`config.mk`:
```
export PLATFORM = sky130hd
export DESIGN_NAME = clk_sel_ctrl
export DESIGN_NICKNAME = d
export VERILOG_FILES = /design/src/rtl/clk_sel_ctrl.sv
export SDC_FILE = /design/constraint.sdc
export NUM_CORES = 1
export LEC_CHECK = 0
export ABC_AREA = 1
export BUFFER_PORTS_ARGS = -buffer_cell sky130_fd_sc_hd__buf_2
export CORE_MARGIN = 2
export CORE_UTILIZATION = 51
export DETAILED_ROUTE_END_ITERATION = 6
export PLACE_DENSITY = 0.65
export SKIP_LAST_GASP = 1
export SLEW_MARGIN = 30
export SYNTH_ARGS = -nofsm -noshare
export SYNTH_HDL_FRONTEND = slang
export SYNTH_SLANG_ARGS = --single-unit
export TNS_END_PERCENT = 5
```
`constraint.sdc`:
```
create_clock -name clk -period 1.8 [get_ports clk]
set_input_delay 0.27 -clock clk [delete_from_list [all_inputs] [get_ports clk]]
set_output_delay 0.27 -clock clk [all_outputs]
set_load 0.01 [all_outputs]
```
`src/rtl/clk_sel_ctrl.sv`:
```
// -----------------------------------------------------------------------------
// clk_sel_ctrl
//
// Generates the select for a downstream glitch-free two-input clock mux.
// Runs on an always-on reference clock. Each candidate clock delivers a
// divide-by-2 toggle that is synchronised and edge-counted over a fixed
// window. A clock is "alive" when its edge count falls inside
// [CNT_MIN, CNT_MAX]. The controller honours software requests, fails over
// automatically away from a dead selected clock, and holds off for SETTLE
// cycles after every change of sel so the mux handshake can complete.
//
// Optional build macro: CLK_SEL_STICKY_EN
//   Adds input fail_clr. An automatic failover sets a sticky lock that
//   freezes sel (no requests, no further failovers) until a fail_clr pulse.
//
// Ports:
//   clk       in   reference clock, always running
//   rst_n     in   asynchronous active-low reset
//   tgl_0     in   divide-by-2 toggle from the clk_0 domain (async)
//   tgl_1     in   divide-by-2 toggle from the clk_1 domain (async)
//   req_sel   in   software-requested source (level)
//   auto_en   in   enables automatic failover
//   fail_clr  in   (CLK_SEL_STICKY_EN only) clears the failover lock
//   sel       out  mux select, 0 = clk_0, 1 = clk_1 (registered)
//   busy      out  switch in progress; requests ignored
//   alive_0   out  clk_0 inside frequency window at last verdict
//   alive_1   out  clk_1 inside frequency window at last verdict
//   fail_irq  out  one-cycle pulse when the selected clock is lost
// -----------------------------------------------------------------------------
module clk_sel_ctrl #(
  parameter int unsigned WIN_LEN     = 200,
  parameter int unsigned WIN_W       = 8,
  parameter int unsigned CNT_MIN     = 40,
  parameter int unsigned CNT_MAX     = 60,
  parameter int unsigned SETTLE      = 16,
  parameter int unsigned SYNC_STAGES = 2
) (
  input  logic clk,
  input  logic rst_n,
  input  logic tgl_0,
  input  logic tgl_1,
  input  logic req_sel,
  input  logic auto_en,
`ifdef CLK_SEL_STICKY_EN
  input  logic fail_clr,
`endif
  output logic sel,
  output logic busy,
  output logic alive_0,
  output logic alive_1,
  output logic fail_irq
);

  localparam int unsigned WC_W = (WIN_LEN > 1) ? $clog2(WIN_LEN) : 1;
  localparam int unsigned ST_W = (SETTLE > 1) ? $clog2(SETTLE) : 1;

  localparam logic [WC_W-1:0]  WIN_LAST    = WC_W'(WIN_LEN - 1);
  localparam logic [WIN_W-1:0] CNT_LO      = WIN_W'(CNT_MIN);
  localparam logic [WIN_W-1:0] CNT_HI      = WIN_W'(CNT_MAX);
  localparam logic [ST_W-1:0]  SETTLE_LOAD = ST_W'(SETTLE - 1);

  typedef enum logic [1:0] {
    S_RUN,
    S_SWITCH,
    S_SETTLE
  } state_t;

  // ---------------------------------------------------------------------------
  // Activity / frequency monitor (independent of the FSM)
  // ---------------------------------------------------------------------------
  logic [SYNC_STAGES-1:0] r_sync [2];
  logic [1:0]             r_last;
  logic [WIN_W-1:0]       r_cnt  [2];
  logic [WC_W-1:0]        r_win;
  logic [1:0]             r_alive;
  logic                   r_fail_irq;

  logic [1:0]             w_tgl;
  logic [1:0]             w_tick;
  logic [1:0]             w_in_win;
  logic [WIN_W-1:0]       w_cnt_inc [2];
  logic                   w_verdict;

  assign w_tgl     = {tgl_1, tgl_0};
  assign w_verdict = (r_win == WIN_LAST);

  // The verdict uses the count including a tick arriving in the verdict cycle,
  // so the saturating increment is formed combinationally and reused both for
  // the counter update and the window comparison.
  always_comb begin
    w_tick   = '0;
    w_in_win = '0;
    for (int unsigned i = 0; i < 2; i++) begin
      w_cnt_inc[i] = r_cnt[i];
    end
    for (int unsigned i = 0; i < 2; i++) begin
      w_tick[i] = r_sync[i][SYNC_STAGES-1] ^ r_last[i];
      if (w_tick[i] && (r_cnt[i] != '1)) begin
        w_cnt_inc[i] = r_cnt[i] + 1'b1;
      end
      w_in_win[i] = (w_cnt_inc[i] >= CNT_LO) && (w_cnt_inc[i] <= CNT_HI);
    end
  end

  always_ff @(posedge clk or negedge rst_n) begin
    if (!rst_n) begin
      for (int unsigned i = 0; i < 2; i++) begin
        r_sync[i] <= '0;
        r_cnt[i]  <= '0;
      end
      r_last     <= '0;
      r_win      <= '0;
      r_alive    <= '0;
      r_fail_irq <= 1'b0;
    end else begin
      for (int unsigned i = 0; i < 2; i++) begin
        r_sync[i] <= {r_sync[i][SYNC_STAGES-2:0], w_tgl[i]};
        r_last[i] <= r_sync[i][SYNC_STAGES-1];
        r_cnt[i]  <= w_verdict ? '0 : w_cnt_inc[i];
      end
      r_win <= w_verdict ? '0 : r_win + 1'b1;
      if (w_verdict) begin
        r_alive <= w_in_win;
      end
      // Loss of the currently selected clock, independent of auto_en.
      r_fail_irq <= w_verdict && r_alive[r_sel] && !w_in_win[r_sel];
    end
  end

  // ---------------------------------------------------------------------------
  // Selection FSM
  // ---------------------------------------------------------------------------
  state_t           r_state;
  state_t           w_state_nxt;
  logic             r_sel;
  logic             r_busy;
  logic             r_target;
  logic [ST_W-1:0]  r_settle;

  logic             w_fo_cond;
  logic             w_req_cond;
  logic             w_hold;
  logic             w_start;
  logic             w_target;

`ifdef CLK_SEL_STICKY_EN
  logic r_lock;

  // Set only when a failover actually starts (lock clear, rule (a) wins).
  always_ff @(posedge clk or negedge rst_n) begin
    if (!rst_n) begin
      r_lock <= 1'b0;
    end else if ((r_state == S_RUN) && !r_lock && w_fo_cond) begin
      r_lock <= 1'b1;
    end else if (fail_clr) begin
      r_lock <= 1'b0;
    end
  end

  assign w_hold = r_lock;
`else
  assign w_hold = 1'b0;
`endif

  always_comb begin
    w_state_nxt = r_state;
    w_start     = 1'b0;
    w_target    = r_sel;
    w_fo_cond   = auto_en && !r_alive[r_sel] && r_alive[!r_sel];
    w_req_cond  = (req_sel != r_sel) && r_alive[req_sel];

    case (r_state)
      S_RUN: begin
        if (!w_hold) begin
          if (w_fo_cond) begin
            w_start  = 1'b1;
            w_target = !r_sel;
          end else if (w_req_cond) begin
            w_start  = 1'b1;
            w_target = req_sel;
          end
        end
        if (w_start) begin
          w_state_nxt = S_SWITCH;
        end
      end
      S_SWITCH: begin
        w_state_nxt = S_SETTLE;
      end
      S_SETTLE: begin
        if (r_settle == '0) begin
          w_state_nxt = S_RUN;
        end
      end
      default: begin
        w_state_nxt = S_RUN;
      end
    endcase
  end

  always_ff @(posedge clk or negedge rst_n) begin
    if (!rst_n) begin
      r_state  <= S_RUN;
      r_sel    <= 1'b0;
      r_busy   <= 1'b0;
      r_target <= 1'b0;
      r_settle <= '0;
    end else begin
      r_state <= w_state_nxt;
      r_busy  <= (w_state_nxt != S_RUN);
      if (w_start) begin
        r_target <= w_target;
      end
      case (r_state)
        S_SWITCH: begin
          r_sel    <= r_target;
          r_settle <= SETTLE_LOAD;
        end
        S_SETTLE: begin
          if (r_settle != '0) begin
            r_settle <= r_settle - 1'b1;
          end
        end
        default: begin
        end
      endcase
    end
  end

  assign sel      = r_sel;
  assign busy     = r_busy;
  assign alive_0  = r_alive[0];
  assign alive_1  = r_alive[1];
  assign fail_irq = r_fail_irq;

endmodule

```
==> load_flow_metrics.sql <==
INSERT INTO impl_metrics (metric_group, metric, value, unit) VALUES
('run_status', 'status', 'finished, final reports clean', ''),
('setup_path', 'setup.reg_to_reg.worst_slack', '0.13', 'ns'),
('drt', 'postRouteAntennaNets', '0', ''),
('grt', 'antenna_violations_before_repair', '0', ''),
('logic_synthesis', 'async_set_reset_flop_share_out_of_synthesis', '1.000', ''),
('clock_tree', 'cts.htree.levels', '2', ''),
('setup_path', 'critical_path.n_buffers_inverters', '0', ''),
('logic_synthesis', 'ys_warn_count', '0', ''),
('grt', 'grt_pass1_vias', '1663', ''),
('setup_path', 'crit_path_frequent_cell', 'nor2_2', ''),
('timing', 'min_cycle_time_layout', '1.673', 'ns'),
('clock_tree', 'clock_sinks', '42', ''),
('logic_synthesis', 'cells_after_synthesis', '296', ''),
('floorplanning', 'core.rowCount', '24', ''),
('floorplanning', 'die_boundary_width', '71.01', 'um'),
('cells_and_area', 'layout-drive-gt1-share', '0.1957', ''),
('setup_path', 'critical_path.endpoint_type', 'flop', ''),
('logic_synthesis', 'synthesis.nets', '306', ''),
('setup_path', 'worstPathCellList', 'ha_1 -> nand2_2 -> nor2_4 -> nand2_4 -> nand2_8 -> nor2_2 -> xnor2_1 -> nand3_2 -> nor2_2 -> nand2_1 -> o21ai_2', ''),
('setup_path', 'worstSetupStartpointType', 'flop', ''),
('logic_synthesis', 'postSynthRegisterBits', '42', ''),
('cells_and_area', 'finalNonFillerCells', '374', ''),
('drt', 'wl_per_cell', '11.09', 'um'),
('clock_tree', 'clock_input_transition_at_the_sequential_cells_of_the_worst_setup_and_hold_paths', '0.08', 'ns'),
('setup_path', 'cp_slowest_cell', 'dfrtp_1', ''),
('setup_path', 'endpoint', 'r_alive[1]$_DFFE_PN0N_', ''),
('timing', 'post_route_setup_tns', '0', 'ns'),
('timing', 'grt_setup_unrepaired', 'yes', ''),
('setup_path', 'worst-path-stages', '11', ''),
('grt', 'overflow', '0', ''),
('grt', 'grt_first_pass_wirelength', '7389', 'um'),
('logic_synthesis', 'synth_top_cell_area_share', '0.4590', ''),
('cells_and_area', 'fin_nets', '331', ''),
('timing', 'timing.slew.headroom', '0.7354', ''),
('timing', 'tightestPinTransition', '0.3968', 'ns'),
('power', 'power.share.sequential', '0.414', ''),
('min_path', 'min-delay-path-class', 'in2reg', ''),
('timing', 'setup_viol_count_final', '0', ''),
('setup_path', 'crit-reg2reg-capture', 'r_alive[1]$_DFFE_PN0N_', ''),
('setup_path', 'worst-endpoint-required', '2.03', 'ns'),
('floorplanning', 'initial_core_util', '0.5259', ''),
('logic_synthesis', 'mappedNetlistArea', '2290', 'um^2'),
('flow_run', 'max_cap_viol_count', '0', ''),
('setup_path', 'timing.rr.start', 'r_cnt[0]$_DFF_PN0_', ''),
('power', 'p_leak', '1.446', 'nW'),
('clock_tree', 'cts_tree', 'done', ''),
('clock_tree', 'clk_latency', '0.29', 'ns'),
('power', 'internal_power', '1.871', 'mW'),
('timing', 'timing.final.ws_setup', '0.1265', 'ns'),
('floorplanning', 'core_area', '4354', 'um^2'),
('place', 'pre_cts_slack', '0.04891', 'ns'),
('drt', 'routed_vias', '1809', ''),
('timing', 'clock_skew', '0.005594', 'ns'),
('power', 'vdd.ir_drop.worst', '0.6774', 'mV'),
('logic_synthesis', 'synth-edff-count', '0', ''),
('power', 'clockPowerShare', '0.203', ''),
('drt', 'via_per_inst', '4.837', ''),
('timing', 'min_period_over_period', '0.9297', ''),
('logic_synthesis', 'post_synth.cell_area_avg', '7.735', 'um^2'),
('setup_path', 'reg2reg_depth', '11', ''),
('grt', 'global_route_total_usage_across_every_layer', '0.1868', ''),
('drt', 'wl', '4147', 'um'),
('cells_and_area', 'num_antenna_cells', '0', ''),
('cells_and_area', 'layout.cells.most_common_list', '76 x nand2_1, 47 x inv_1, 42 x dfrtp_1', ''),
('setup_path', 'crit_family', 'simple AND/OR/NAND/NOR gates', ''),
('floorplanning', 'area_of_the_die', '5042', 'um^2'),
('setup_path', 'path_class', 'reg2reg', ''),
('place', 'globalplace.congestion', '0.8743', ''),
('logic_synthesis', 'synth.yosys.seq_area_share', '0.4590', ''),
('place', 'placed_cells_incl_taps', '361', ''),
('floorplanning', 'dieHeight', '71.01', 'um');
## stage by stage
step / hold WS (ns) / cell area, um^2 / utilization / total power, mW
floorplan: -0.02559 / 2290 / - / 2.093
global placement: 0.2185 / 2439 / 0.5601 / 2.318
detailed placement: 0.2173 / 2439 / 0.5601 / 2.331
CTS: 0.08133 / 2544 / 0.5842 / 2.967
global route: 0.06868 / 2645 / 0.6075 / 3.342
finish: 0.08839 / 2645 / 0.6075 / 3.078
## how the worst min path moves through the flow
stage	from	endpoint	slack, ns	cells after the start
2_1_floorplan	rst_n	busy$_DFF_PN0_	-0.03	0
3_3_place_gp	rst_n	r_cnt[8]$_DFF_PN0_	0.22	1
3_5_place_dp	rst_n	r_cnt[8]$_DFF_PN0_	0.22	1
4_1_cts	tgl_1	r_sync[0]$_DFF_PN0_	0.08	1
5_1_grt	tgl_1	r_sync[0]$_DFF_PN0_	0.07	1
6_report	tgl_0	r_sync[2]$_DFF_PN0_	0.09	1
## layout make-up
type / count / area share
inverter: 49 / 0.06954
timing repair buffer: 20 / 0.05298
sequential: 42 / 0.3974
clock inverter: 2 / 0.004730
multi-input combinational: 203 / 0.4196
clock buffer: 6 / 0.03122
tap: 52 / 0.02460
## Yosys cell counts (2+ instances only)
| cell | number |
|---|---|
| a21oi_1 | 6 |
| dfrtp_1 | 42 |
| ha_1 | 4 |
| inv_1 | 47 |
| inv_2 | 2 |
| nand2_1 | 77 |
| nand2_2 | 7 |
| nand2_4 | 2 |
| nand3_1 | 22 |
| nand3b_1 | 2 |
| nand4_1 | 6 |
| nor2_1 | 40 |
| nor2_2 | 6 |
| nor3_1 | 3 |
| o211ai_1 | 2 |
| o21ai_0 | 6 |
| o21ai_2 | 6 |
| xnor2_1 | 2 |
## routing by layer
layer / vias to the layer above / part of all wire / GRT usage
met4: 0 / 0.020 / 0.07547
met5: - / 0 / 0
met2: 27 / 0.42 / 0.2669
met1: 804 / 0.52 / 0.2768
li1: 970 / - / -
met3: 8 / 0.033 / 0.04131
## worst reg2reg max path: stages, from the launching register on
cell     delay, ns
dfrtp_1       0.39
ha_1          0.22
nand2_2       0.11
nor2_4        0.05
nand2_4       0.11
nand2_8       0.08
nor2_2        0.12
xnor2_1       0.17
nand3_2       0.13
nor2_2        0.11
nand2_1       0.06
o21ai_2       0.06
## power by group through the flow
stage / logic, mW / clock network, mW / registers (mW)
2_1_floorplan: 0.830 / 0 / 1.26
3_3_place_gp: 1.03 / 0 / 1.28
3_5_place_dp: 1.04 / 0 / 1.29
4_1_cts: 1.05 / 0.640 / 1.27
5_1_grt: 1.36 / 0.677 / 1.30
6_report: 1.18 / 0.625 / 1.27
## registers in the layout (all words and copies together), names as in the netlist
register	flops
r_state	2
r_target	1
r_sync	4
r_cnt	16
fail_irq	1
sel	1
r_settle	4
busy	1
r_win	8
r_alive	2
r_last	2
## what timing repair did
action	CTS	global route
setup buffers	0	3
hold buffers	1	0
endpoints found under the setup margin	0	3
hold endpoints to repair	15	0
resized for setup	0	14
## logic make-up (layout without fill, tap and decap cells)
logic type / count (synthesis) / in the layout / share of synthesized area
compound gates: 24 / 24 / 0.06886
xor+xnor: 5 / 5 / 0.03061
fa+ha+maj: 4 / 4 / 0.02186
buf+inv: 52 / 77 / 0.09071
flops: 42 / 42 / 0.4590
mux: 1 / 1 / 0.004372
simple gates: 168 / 169 / 0.3246
No activity file was read; power rests on OpenSTA's default activity.
